[config.mk]
export PLATFORM = sky130hd
export DESIGN_NAME = alu_operand_ctrl
export DESIGN_NICKNAME = d
export VERILOG_FILES = /design/src/rtl/alu_pkg.sv /design/src/rtl/btn_debounce.sv /design/src/rtl/alu_operand_ctrl.sv
export SDC_FILE = /design/constraint.sdc
export NUM_CORES = 1
export LEC_CHECK = 0
export CORE_MARGIN = 2
export CORE_UTILIZATION = 49
export CTS_BUF_LIST = sky130_fd_sc_hd__clkbuf_4
export CTS_CLUSTER_DIAMETER = 200
export DETAILED_ROUTE_END_ITERATION = 10
export PLACE_DENSITY_LB_ADDON = 0.15
export SYNTH_ARGS = -nofsm -noshare
export SYNTH_HDL_FRONTEND = slang
export SYNTH_SLANG_ARGS = --single-unit
[constraint.sdc]
create_clock -name clk -period 1.58 [get_ports clk]
set_clock_uncertainty 0.05 [all_clocks]
set_input_delay 0.158 -clock clk [delete_from_list [all_inputs] [get_ports clk]]
set_output_delay 0.158 -clock clk [all_outputs]
set_load 0.02 [all_outputs]
[src/rtl/alu_pkg.sv]
// alu_pkg: opcode constants and FSM state type shared by the operand controller.
package alu_pkg;

    localparam logic [3:0] ADD  = 4'd0;
    localparam logic [3:0] SUB  = 4'd1;
    localparam logic [3:0] SHL  = 4'd2;
    localparam logic [3:0] SHR  = 4'd3;
    localparam logic [3:0] CMP  = 4'd4;
    localparam logic [3:0] AND  = 4'd5;
    localparam logic [3:0] OR   = 4'd6;
    localparam logic [3:0] XOR  = 4'd7;
    localparam logic [3:0] NAND = 4'd8;
    localparam logic [3:0] NOR  = 4'd9;
    localparam logic [3:0] XNOR = 4'd10;
    localparam logic [3:0] INV  = 4'd11;
    localparam logic [3:0] NEG  = 4'd12;
    localparam logic [3:0] STO  = 4'd13;
    localparam logic [3:0] SWP  = 4'd14;
    localparam logic [3:0] LOAD = 4'd15;

    typedef enum logic [1:0] {IDLE, EXEC, WB} state_t;

endpackage

[src/rtl/btn_debounce.sv]
// btn_debounce: 2-flop synchronizer, optional counter filter and rising-edge pulse.
// The counter filter is built only when ALU_OPERAND_CTRL_DEBOUNCE_EN is defined.
module btn_debounce
    import alu_pkg::*;
#(
    parameter int DB_CYCLES = 1000000
) (
    input  logic clk,
    input  logic rst,
    input  logic btn,
    output logic rise
);

    if (DB_CYCLES < 1) begin : g_bad_db
        $error("DB_CYCLES must be at least 1");
    end

    logic [1:0] sync;
    logic       level;
    logic       level_q;

    always_ff @(posedge clk) begin
        if (rst) begin
            sync    <= 2'b00;
            level_q <= 1'b0;
        end else begin
            sync    <= {sync[0], btn};
            level_q <= level;
        end
    end

`ifdef ALU_OPERAND_CTRL_DEBOUNCE_EN
    localparam int CW = $clog2(DB_CYCLES + 1);

    logic [CW-1:0] cnt;

    // level flips only after DB_CYCLES consecutive samples that disagree with it
    always_ff @(posedge clk) begin
        if (rst) begin
            cnt   <= '0;
            level <= 1'b0;
        end else if (sync[1] == level) begin
            cnt <= '0;
        end else if (cnt == CW'(DB_CYCLES - 1)) begin
            cnt   <= '0;
            level <= sync[1];
        end else begin
            cnt <= cnt + 1'b1;
        end
    end
`else
    assign level = sync[1];
`endif

    assign rise = level & ~level_q;

endmodule

[src/rtl/alu_operand_ctrl.sv]
// alu_operand_ctrl: button-driven IDLE/EXEC/WB sequencer owning ALU operand registers A and B.
// Define ALU_OPERAND_CTRL_DEBOUNCE_EN to enable the DB_CYCLES debounce filter on btnC.
module alu_operand_ctrl
    import alu_pkg::*;
#(
    parameter int WIDTH     = 8,
    parameter int DB_CYCLES = 1000000
) (
    input  logic             clk,
    input  logic             btnU,
    input  logic             btnC,
    input  logic [3:0]       sel,
    input  logic [WIDTH-1:0] din,
    input  logic [WIDTH-1:0] y,
    output logic [WIDTH-1:0] a,
    output logic [WIDTH-1:0] b,
    output logic [3:0]       op_sel,
    output logic [WIDTH-1:0] result,
    output logic             busy,
    output logic             op_done
);

    logic             go;
    logic [WIDTH-1:0] din_q;
    state_t           state;

    btn_debounce #(.DB_CYCLES(DB_CYCLES)) u_btnc (
        .clk  (clk),
        .rst  (btnU),
        .btn  (btnC),
        .rise (go)
    );

    // edges arriving outside IDLE are dropped, never queued
    always_ff @(posedge clk) begin
        if (btnU) begin
            state   <= IDLE;
            a       <= '0;
            b       <= '0;
            result  <= '0;
            din_q   <= '0;
            op_sel  <= 4'd0;
            busy    <= 1'b0;
            op_done <= 1'b0;
        end else begin
            op_done <= 1'b0;
            case (state)
                IDLE: if (go) begin
                    op_sel <= sel;
                    din_q  <= din;
                    busy   <= 1'b1;
                    state  <= EXEC;
                end
                EXEC: begin
                    result <= y;
                    state  <= WB;
                end
                WB: begin
                    a       <= op_sel == STO ? din_q : op_sel == SWP ? b : op_sel == LOAD ? a : result;
                    b       <= op_sel == LOAD ? din_q : op_sel == SWP ? a : b;
                    busy    <= 1'b0;
                    op_done <= 1'b1;
                    state   <= IDLE;
                end
                default: state <= IDLE;
            endcase
        end
    end

endmodule
==> results.yml <==
cells_and_area:
  regArea_um2: 862.1
  syn_to_final_growth_pct: 35.18
  multi_input_area_um2: 920.9
  final_cell_mix: "nand2_1, dfxtp_1, a21oi_1, clkdlybuf4s50_1, nor2_1"
  finish.utilization_pct: 70.25
  insertedDiodeCount: 0
  nFillCells: 324
  drive_gt1_share_pct: 15.66
  layout.nets: 304
  layout_commonest_cell: "nand2_1"
sta:
  finalSetupViolCount: 0
  rsz0062_at_grt: "no"
  slew_viol_final: 0
  fmax_mhz: 662.6
  setup_tns_ps: 0
  tightest_slew_ps: 380.3
  max_slew_margin_pct: 74.65
  hold_viol: 0
  post-route-min-period_ps: 1509
  timing.final.crit_share_pct: 95.53
setup_path:
  cp_top_family: "buffers and inverters"
  arrival_ps: 1300
  r2r_cells: 4
  cp.required_ps: 1370
  cp-startpoint: "op_done$_SDFF_PP0_"
  path_class: "flip-flop to primary output"
  r2r-end: "a[6]$_SDFFE_PP0P_"
  cpMaxStageDelayCell: "clkdlybuf4s50_1"
  end_kind: "primary output"
  worstReg2RegStart: "op_sel[3]$_SDFFE_PP0P_"
  crit_chain: "clkdlybuf4s50_1"
  start_kind: "flip-flop"
  rrSetupSlack_ps: 110
  critPathBufInv: 1
  critPathMaxFanout: 1
  slowest_delay_ps: 590
yosys:
  synth_top_family_by_area: "simple AND/OR/NAND/NOR gates"
  synth_seq_cells: 43
  synthAdderAreaFrac_pct: 0
  synthDistinctLibCells: 34
  synthCells: 222
  syn_nets: 245
  synth_top_area_cell: "dfxtp_1"
  yosys.area_share.simple_pct: 21.61
  yosysSeqAreaShare_pct: 44.24
  synthXorXnorAreaFrac_pct: 0
  synth_compound_area_share_pct: 21.61
  syn-cell-area_mm2: 0.001946
  synth_area_leaders: "dfxtp_1, nand2_1, a21oi_1"
  avgSynthCellArea_um2: 8.764
  yosys_warnings: 0
  yosys-mux-area-fraction_pct: 4.116
  synth_top_area_share_pct: 44.24
worst_hold_path:
  hold_class: "input pin to flip-flop"
  hold_path_depth: 3
  min_from: "din[5]"
  min_to: "din_q[5]$_SDFFE_PP0P_"
power:
  peakVddDrop_mv: 0.6731
  total_power_w: 0.001860
  power_density_mw_per_mm2: 707.2
  p_leak_nw: 1.216
clock_tree:
  cts_tree: "yes"
  clock_sinks: 43
  post_cts_buffers: 0
  numCtsBuffers: 5
  root_buffer: "clkbuf_4"
  clkLatencyLatePin_ps: 370
  path_clk_slew_ps: 120
  clk_path_buf_depth: 2
  htree_levels: 2
flow_run:
  max_cap_violations: 0
routing:
  dr.first_iter.drc_count: 133
  drtPass1Iterations: 4
  wl_per_cell_um: 13.72
  via_count: 1772
  drcViolationCount: 0
  antenna_left: 0
  via_per_inst: 5.386
  finalWirelength_um: 4513
floorplan:
  io_pins: 53
  die_area_mm2: 0.004491
  core_mm2: 0.003744
  die_x_um: 67.02
  num_rows: 22
  die_y_um: 67.02
  start_util_pct: 51.97
outcome:
  status: "finished, final reports clean"
grt:
  grt_overflow: 0
  grt_max_degree: 44
  grt_pass1_vias: 1641
  grt_usage_pct: 22.74
  antenna_found_initial: 0
  grt_pass1_wl_um: 7645
placed_design:
  place.gp.congestion: 0.7849
  dp_hpwl_um: 3268
  port_buffers: 52
[cells by family after synthesis]
family,count (synthesis)
buffers and inverters,26
and+or+nand+nor,88
DFF,43
muxes,8
AOI/OAI and AO/OA,57
[worst register-to-register path, stage by stage (launching register included)]
cell and delay [ps]:
dfxtp_1 350, nand2_1 160, a21o_1 260, a222oi_1 410, a211oi_2 120
[power breakdown]
| group | switching [W] | internal [W] |
|---|---|---|
| Clock | 0.000350 | 0.000165 |
| Sequential | 0.0000223 | 0.00111 |
| Combinational | 0.0000997 | 0.000115 |
[registers in the layout, summed over array words and instances (netlist names)]
name and flops:
busy 1, op_done 1, a 8, din_q 8, state 2, u_btnc.sync 2, b 8, u_btnc.level_q 1
result 8, op_sel 4
[how the worst max path moves through the flow]
stage	to	slack [ps]	depth (start not counted)
after floorplan	a[2]$_SDFFE_PP0P_	20	8
after global placement	a[6]$_SDFFE_PP0P_	130	4
after detailed placement	a[1]$_SDFFE_PP0P_	110	5
after CTS	b[2]	10	1
after global routing	a[3]$_SDFFE_PP0P_	3	5
final	op_done	70	1
[metrics by stage]
step | hold slack [ps] | instance area [um^2] | cells | setup slack [ps]
after floorplan | 236.2 | 1946 | 222 | 22.28
after global placement | 366.4 | 2569 | 322 | 134.5
after detailed placement | 375.6 | 2569 | 322 | 105.4
after CTS | 264.7 | 2600 | 329 | 9.724
after global routing | 277.7 | 2630 | 329 | 3.365
final | 271.3 | 2630 | 329 | 70.70
[Yosys cell counts]
cell type / number
a211oi_1: 8
a211oi_2: 8
a21boi_0: 2
a21o_1: 1
a21oi_1: 23
a222oi_1: 5
a22oi_1: 1
a32oi_1: 2
buf_12: 1
buf_2: 4
buf_4: 2
buf_6: 5
clkbuf_1: 7
dfxtp_1: 43
inv_1: 6
inv_2: 1
mux2i_1: 8
nand2_1: 48
nand2b_1: 3
nand2b_2: 1
nand3_1: 2
nand4_1: 2
nand4_2: 1
nand4b_1: 2
nor2_1: 18
nor2_2: 3
nor2b_1: 4
nor2b_4: 1
nor3_2: 1
nor4b_2: 1
o211ai_1: 1
o221ai_1: 1
o22ai_1: 5
or4b_1: 1
[area by class of cell]
type / count / share of cell area [%]
multi-input cells: 153 / 35.01
clock inverters: 2 / 0.5233
clock buffers: 5 / 1.427
inverters: 7 / 0.9990
well taps: 48 / 2.284
flip-flops and latches: 43 / 32.78
repair buffers: 71 / 26.97
[per-layer routing]
| metal | part of all wire, % | vias to the layer above | global-route usage, % |
|---|---|---|---|
| li1 | - | 895 | - |
| met1 | 47 | 816 | 30.08 |
| met2 | 44 | 52 | 34.16 |
| met3 | 5.9 | 9 | 5.574 |
| met4 | 2.5 | 0 | 11.22 |
| met5 | 0 | - | 0 |
[repair_timing]
action                                  in CTS  in global routing
resized for setup                           18                 12
endpoints found under the setup margin      17                 13
pin swaps                                    0                  1
hold buffers                                 0                  0
(Power assumes the default switching activity.)
